### src/rtl/mem_stage.sv
// Memory-access pipeline stage: waits for data-SRAM responses, aligns load data,
// forwards to WB. Optional macro MS_LOAD_BYPASS_EN exposes load data to ID in the data_ok cycle.
module mem_stage #(
    parameter int EXC_W = 16
) (
    input  logic             clk,
    input  logic             reset,
    input  logic             es_to_ms_valid,
    output logic             ms_allowin,
    input  logic [31:0]      es_pc,
    input  logic [31:0]      es_result,
    input  logic             es_rf_we,
    input  logic [4:0]       es_rf_waddr,
    input  logic             es_res_from_mem,
    input  logic             es_mem_req,
    input  logic [4:0]       es_ld_op,
    input  logic [EXC_W-1:0] es_except,
    input  logic             data_sram_data_ok,
    input  logic [31:0]      data_sram_rdata,
    input  logic             ws_allowin,
    input  logic             except_flush,
    output logic             ms_to_ws_valid,
    output logic [31:0]      ms_pc,
    output logic [31:0]      ms_final_result,
    output logic             ms_rf_we,
    output logic [4:0]       ms_rf_waddr,
    output logic [EXC_W-1:0] ms_except,
    output logic [38:0]      ms_rf_collect
);

    logic             ms_valid_reg;
    logic [31:0]      ms_pc_reg;
    logic [31:0]      ms_result_reg;
    logic             ms_rf_we_reg;
    logic [4:0]       ms_rf_waddr_reg;
    logic             ms_res_from_mem_reg;
    logic             ms_mem_req_reg;
    logic [4:0]       ms_ld_op_reg;
    logic [EXC_W-1:0] ms_except_reg;
    logic [31:0]      data_buf_reg;
    logic             data_buf_valid_reg;
    logic [1:0]       discard_cnt_reg;

    logic        ms_wait;
    logic        resp_ok;
    logic        resp_drop;
    logic        resp_orphan;
    logic        ms_ready_go;
    logic        ms_leave;
    logic        ms_load_pending;
    logic [31:0] load_src;
    logic [31:0] bypass_result;

    // ld_op bit order is {ld_w, ld_h, ld_hu, ld_b, ld_bu}
    function automatic logic [31:0] load_align(input logic [4:0] op, input logic [1:0] off,
                                               input logic [31:0] src);
        logic [7:0]  b;
        logic [15:0] h;
        logic [31:0] r;
        case (off)
            2'd0:    b = src[7:0];
            2'd1:    b = src[15:8];
            2'd2:    b = src[23:16];
            default: b = src[31:24];
        endcase
        h = off[1] ? src[31:16] : src[15:0];
        r = 32'd0;
        if (op[4]) r = src;
        if (op[3]) r = {{16{h[15]}}, h};
        if (op[2]) r = {16'd0, h};
        if (op[1]) r = {{24{b[7]}}, b};
        if (op[0]) r = {24'd0, b};
        return r;
    endfunction

    assign ms_wait     = ms_valid_reg & ms_mem_req_reg & ~data_buf_valid_reg;
    assign resp_ok     = data_sram_data_ok & (discard_cnt_reg == 2'd0);
    assign resp_drop   = data_sram_data_ok & (discard_cnt_reg != 2'd0);
    // A flushed instruction whose response has not arrived leaves one response in flight.
    assign resp_orphan = except_flush & ms_wait & ~resp_ok;
    assign ms_ready_go = ~ms_wait | resp_ok;
    assign ms_leave    = ms_ready_go & ws_allowin;
    assign ms_allowin  = ~ms_valid_reg | ms_leave;

    assign ms_to_ws_valid = ms_valid_reg & ms_ready_go & ~except_flush;

    assign load_src        = data_buf_valid_reg ? data_buf_reg : data_sram_rdata;
    assign ms_final_result = ms_res_from_mem_reg
                           ? load_align(ms_ld_op_reg, ms_result_reg[1:0], load_src)
                           : ms_result_reg;

    assign ms_pc       = ms_pc_reg;
    assign ms_rf_we    = ms_valid_reg & ms_rf_we_reg;
    assign ms_rf_waddr = ms_valid_reg ? ms_rf_waddr_reg : 5'd0;
    assign ms_except   = ms_valid_reg ? ms_except_reg : '0;

`ifdef MS_LOAD_BYPASS_EN
    assign ms_load_pending = ms_valid_reg & ms_res_from_mem_reg & ~ms_ready_go;
    assign bypass_result   = ms_final_result;
`else
    // ID only sees load data once it sits in data_buf, one cycle after data_ok.
    assign ms_load_pending = ms_valid_reg & ms_res_from_mem_reg & ms_wait;
    assign bypass_result   = ms_res_from_mem_reg
                           ? load_align(ms_ld_op_reg, ms_result_reg[1:0], data_buf_reg)
                           : ms_result_reg;
`endif

    assign ms_rf_collect = {ms_load_pending, ms_rf_we, ms_rf_waddr, bypass_result};

    always_ff @(posedge clk) begin
        if (reset || except_flush) begin
            ms_valid_reg <= 1'b0;
        end else if (ms_allowin) begin
            ms_valid_reg <= es_to_ms_valid;
        end
    end

    always_ff @(posedge clk) begin
        if (reset) begin
            ms_pc_reg           <= 32'd0;
            ms_result_reg       <= 32'd0;
            ms_rf_we_reg        <= 1'b0;
            ms_rf_waddr_reg     <= 5'd0;
            ms_res_from_mem_reg <= 1'b0;
            ms_mem_req_reg      <= 1'b0;
            ms_ld_op_reg        <= 5'd0;
            ms_except_reg       <= '0;
        end else if (es_to_ms_valid && ms_allowin) begin
            ms_pc_reg           <= es_pc;
            ms_result_reg       <= es_result;
            ms_rf_we_reg        <= es_rf_we;
            ms_rf_waddr_reg     <= es_rf_waddr;
            ms_res_from_mem_reg <= es_res_from_mem;
            ms_mem_req_reg      <= es_mem_req;
            ms_ld_op_reg        <= es_ld_op;
            ms_except_reg       <= es_except;
        end
    end

    always_ff @(posedge clk) begin
        if (reset || except_flush || ms_leave) begin
            data_buf_valid_reg <= 1'b0;
        end else if (resp_ok && ms_wait) begin
            data_buf_valid_reg <= 1'b1;
        end
        if (reset) begin
            data_buf_reg <= 32'd0;
        end else if (resp_ok && ms_wait && !ms_leave) begin
            data_buf_reg <= data_sram_rdata;
        end
    end

    // Orphan and drop in the same cycle cancel out.
    always_ff @(posedge clk) begin
        if (reset) begin
            discard_cnt_reg <= 2'd0;
        end else if (resp_orphan && !resp_drop) begin
            if (discard_cnt_reg != 2'd3) discard_cnt_reg <= discard_cnt_reg + 2'd1;
        end else if (resp_drop && !resp_orphan) begin
            discard_cnt_reg <= discard_cnt_reg - 2'd1;
        end
    end

endmodule

### config.mk
export PLATFORM = sky130hd
export DESIGN_NAME = mem_stage
export DESIGN_NICKNAME = d
export VERILOG_FILES = /design/src/rtl/mem_stage.sv
export SDC_FILE = /design/constraint.sdc
export NUM_CORES = 1
export LEC_CHECK = 0
export CAP_MARGIN = 25
export CORE_ASPECT_RATIO = 1.25
export CORE_MARGIN = 8
export CORE_UTILIZATION = 47
export CTS_CLUSTER_DIAMETER = 150
export DETAILED_ROUTE_END_ITERATION = 10
export GPL_ROUTABILITY_DRIVEN = 1
export PLACE_DENSITY_LB_ADDON = 0.2
export SYNTH_ARGS = -nofsm -noshare
export SYNTH_HDL_FRONTEND = slang
export SYNTH_SLANG_ARGS = --single-unit
export TNS_END_PERCENT = 100
### constraint.sdc
create_clock -name clk -period 3.2 [get_ports clk]
set_clock_uncertainty 0.15 [all_clocks]
set_input_delay 0.96 -clock clk [delete_from_list [all_inputs] [get_ports clk]]
set_output_delay 0.96 -clock clk [all_outputs]
set_load 0.02 [all_outputs]
-- After elaboration in Yosys (flattened, before gate mapping)
Cells that the tools add are included.
- input bits: 131
- bits in registers: 129
- logic and storage cells: 74
- output and inout bits: 127
- equal/unequal tests: 4
- mux-type cells: 22
- reductions and logical operators: 15
- add/sub/neg operators: 2
- bitwise logic cells: 19
- operator list (kind ; number):
    two-way mux 32 bit ; 13
    two-way mux 16 bit ; 3
    one-hot mux 8 bit (3 select lines) ; 2
    bitwise AND 1 bit ; 12
    two-way mux 2 bit ; 3
    logical AND 1 bit ; 5
    two-way mux 5 bit ; 1
    inverter 1 bit ; 5
    logical NOT 2 bit ; 2
    nonzero test 2 bit ; 2
    logical NOT 1 bit ; 3
    adder 2 x 1 -> 2 bit, second input constant ; 1
    == test 2 x 1 -> 1 bit, second input constant ; 1
    == test 2 bit, second input constant ; 1
    logical OR 1 bit ; 2
    != test 2 x 1 -> 1 bit, second input constant ; 1
    != test 2 bit, second input constant ; 1
    OR 1 bit ; 2
    AND reduction 2 bit ; 1
    subtractor 2 x 1 -> 2 bit, second input constant ; 1

-- Logic depth before layout (Yosys ltp)
Gate-level depths: netlist of run 1.
- depth in word-level cells: 8
- depth in mapped cells: 7
- gate-level depth less buffers: 4

-- Worst setup path before layout of run 1
OpenSTA, ideal clock, no wires.
- kind: input port to output port
- from: in data_sram_rdata[31]
- to: out ms_final_result[15]
- setup slack: 0 ps
- arrival: 2090 ps
- required time: 2090 ps
- stages: 4
- path buffers: 0
- cells stage by stage: mux4_2 a221o_1 a32oi_1 o21ai_1
- longest elaborated chain between the ends: 7
- elaborated cells between the ends (all ways): 8
- those cells by class: 8 x mux
- ends and longest elaborated chain (element ; RTL line ; RTL):
    start: declaration ; 19 ; input logic [31:0] data_sram_rdata,
    two-way mux 32 bit (*) ; 87 ; assign load_src = data_buf_valid_reg ? data_buf_reg : data_sram_rdata;
    two-way mux 16 bit ; 66 ; h = off[1] ? src[31:16] : src[15:0];
    two-way mux 32 bit ; 69 ; if (op[3]) r = {{16{h[15]}}, h};
    two-way mux 32 bit ; 70 ; if (op[2]) r = {16'd0, h};
    two-way mux 32 bit (*) ; 71 ; if (op[1]) r = {{24{b[7]}}, b};
    two-way mux 32 bit (*) ; 72 ; if (op[0]) r = {24'd0, b};
    two-way mux 32 bit (*) ; 89 ; ? load_align(ms_ld_op_reg, ms_result_reg[1:0], load_src)
    end: declaration ; 24 ; output logic [31:0] ms_final_result,
Mark *: on every way between the ends. The rest lies on a longest branch, timed or not.

-- Worst setup path after layout of run 1
- from: in data_sram_rdata[15]
- to: out ms_final_result[15]
- longest elaborated chain between the ends: 7
- elaborated cells between the ends (all ways): 9
- those cells by class: 9 x mux
- ends and longest elaborated chain (element ; RTL line):
    two-way mux 32 bit (*) ; 87
    two-way mux 32 bit or two-way mux 16 bit (tied branches) ; 68, 66
    two-way mux 32 bit ; 69
    two-way mux 32 bit ; 70
    two-way mux 32 bit (*) ; 71
    two-way mux 32 bit (*) ; 72
    two-way mux 32 bit (*) ; 89
Marked as above.

==> results of run 1 <==
## logic make-up after synthesis
family | synth area share (%)
multiplexers | 19.12
AO/OA/AOI/OAI | 16.41
flip-flops | 32.16
buffers and inverters | 6.218
AND/OR/NAND/NOR | 26.09
## routing by layer
metal | global-route usage, % | wire [um]
met5 | 0 | 15
met2 | 45.94 | 15120
met3 | 9.580 | 3308
met4 | 14.95 | 1863
met1 | 29.94 | 11720
## what timing repair did
item,CTS,global route
endpoints found under the hold margin,0,0
gates cloned,4,4
setup buffers,22,35
gates resized for setup,448,176
pin swaps,51,43
endpoints found under the setup margin,67,66
## cells in the mapped netlist (all sizes together)
cell type  count
a21oi         69
buf           44
o41ai          7
inv            5
or2            3
nand3          3
and2          23
clkinv         1
nand2        100
nor2b          1
a221oi        17
nand3b         1
a32oi          1
clkbuf        42
mux2i        132
dfxtp        129
o211a          1
nor3           4
a221o          2
a21boi         1
o311ai         1
nand2b       211
a31o           2
nor4           1
o32ai          1
o211ai         8
mux4           2
mux2          15
nor3b          4
or3            1
o21bai         1
a31oi         23
o2bb2ai        1
o22ai          1
o21a           2
nor2          22
o21ai         80
or3b           2
## final cells by class
| cell class | instances | area (um^2) | share of cell area [%] |
|---|---|---|---|
| Clock buffer | 18 | 429.2 | 3.234 |
| Timing Repair Buffer | 399 | 3998 | 30.13 |
| Inverter | 6 | 22.52 | 0.1697 |
| Tap cell | 220 | 275.3 | 2.074 |
| Multi-Input combinational cell | 744 | 5786 | 43.60 |
| Sequential cell | 129 | 2600 | 19.59 |
| Clock inverter | 14 | 158.9 | 1.198 |
## per-stage QoR
stage | cell area [um^2] | setup TNS, ns
2_1_floorplan | 8033 | 0
3_3_place_gp | 11240 | -28.11
3_5_place_dp | 11240 | -29.39
4_1_cts | 12290 | -5.021
5_1_grt | 13270 | -9.600
6_report | 13270 | -7.539
## worst min-delay path, stage by stage (launching register included)
cell,delay (ns)
dfxtp_1,0.31
nand2b_1,0.06
mux2i_1,0.05
## worst max path at each step
stage,from,cells after the start,end,slack (ns)
2_1_floorplan,data_sram_rdata[31],4,ms_final_result[15],0.01
3_3_place_gp,data_sram_rdata[15],6,ms_final_result[15],-1.01
3_5_place_dp,data_sram_rdata[15],6,ms_final_result[15],-1.03
4_1_cts,data_sram_rdata[31],6,ms_final_result[15],-0.33
5_1_grt,data_sram_rdata[15],6,ms_final_result[15],-0.35
6_report,data_sram_rdata[15],6,ms_final_result[15],-0.32
## power by group
group          total (W)  internal, W  switching, W
Sequential       0.00173      0.00169     0.0000490
Clock            0.00196      0.00116      0.000798
Combinational    0.00153     0.000765      0.000765
Total            0.00522      0.00361       0.00161
==> reports/metrics.cfg, run 1 <==
[status]
status = finished with violations
violations = negative setup slack

[timing]
finalSetupViolCount = 51
finalCriticalPeriod_ns = 3.520
clock.fmax_ghz = 0.2841
hold_viol_final = 0
fin_crit_sh_pct = 110.0
max-slew-margin-rel_pct = 62.94
finalMaxSlewViolations = 0
tightest_slew_ns = 0.5522
fin_ws_ns = -0.3199
fin_hold_ws_ns = 0.3178
rsz0062_at_grt = yes

[layout]
diodes = 0
post-route-util_pct = 79.09
layout_commonest_cell = nand2b_1
drive_gt1_share_pct = 29.92
final_cell_mix = nand2b_1, clkdlybuf4s50_1, dfxtp_1
layoutNonFillerInstCount = 1530
finalNetCount = 1428
fill_cells = 1138
area_growth_pct = 65.26

[critical_path]
end_kind = primary output
slowest_delay_ns = 0.52
critical_path_required_ns = 2.09
cp_top_family = compound AO/OA/AOI/OAI gates
critPathKind = in -> out
reg2regPathDepth = 9
cp.arrival_ns = 2.41
critPathSlowestCell = mux4_2
r2r_start = data_buf_valid_reg$_SDFFE_PP0P_
r2r_end = ms_result_reg[30]$_SDFFE_PP0P_
start_kind = input pin
path_cells = buf_8 -> mux4_2 -> a221o_1 -> a32oi_2 -> o21ai_2 -> buf_6
r2r_slack_ns = 0.77
worstPathMaxFanout = 3
path_buf_inv = 2

[detailed_routing]
vias_per_cell = 5.654
wl_per_cell_um = 20.93
first_iter_violations = 858
dr_total_vias = 8651
drcViolationCount = 0
ant_nets = 0
finalWirelength_mm = 32.02
first_pass_iters = 8

[clock_tree]
cts.path.max_buffers = 2
clkLatencyLatePin_ns = 0.42
cts.sinks = 129
cts_hold_buf = 0
clk_pin_slew_ns = 0.06
cts_tree = yes
cts_buffers = 17
root_buffer = clkbuf_16
htreeDepth = 4

[grt]
overflow = 0
grt_max_degree = 60
grt_pass1_vias = 8500
grt_pass1_wl_mm = 47.09
grt_util_all_layers_pct = 27.47
antenna_found_initial = 1

[job]
maxCapViolCount = 0

[synth]
synth_cells = 964
synthDominantCellAreaShare_pct = 32.16
yosysSeqAreaShare_pct = 32.16
synth_top_area_cell = dfxtp_1
synth_nets = 1095
synth_warnings = 0
synth.distinct_cells = 51
synth-seq-cells = 129
synth_area_um2 = 8029
synth_area_per_cell_um2 = 8.329
synthTopCellsByArea = dfxtp_1, mux2i_1, nand2b_1

[power_and_ir_drop]
power_w = 0.005219
power.density_nw_per_um2 = 393.3
p_leak_nw = 5.342
ir_drop_mv = 0.3599

[floorplanning]
num_io_pins = 258
fp.coreArea_um2 = 16780
start_util_pct = 47.86
dieArea_um2 = 21550
die_y_um = 162.1
fp-row-count = 53
fp.dieW_um = 132.9

[hold_path]
holdCritStartpoint = ms_except_reg[6]$_SDFFE_PP0P_
whs_endpoint = ms_except_reg[6]$_SDFFE_PP0P_
min_path_cells = 2
hp-class = reg -> reg

[placed_design]
dp_hpwl_mm = 21.57
pre_cts_ws_ns = -1.027
place_inst = 1437
port_buffers = 257
gp_congestion = 0.9815

Note: power is estimated with default switching activity, not from simulation.
==> run 2: changes to the inputs <==
CTS_CLUSTER_DIAMETER = not set   (was 150)
==> results of run 2 <==
No change in the layout: final DEF, timing and power equal those of run 1.
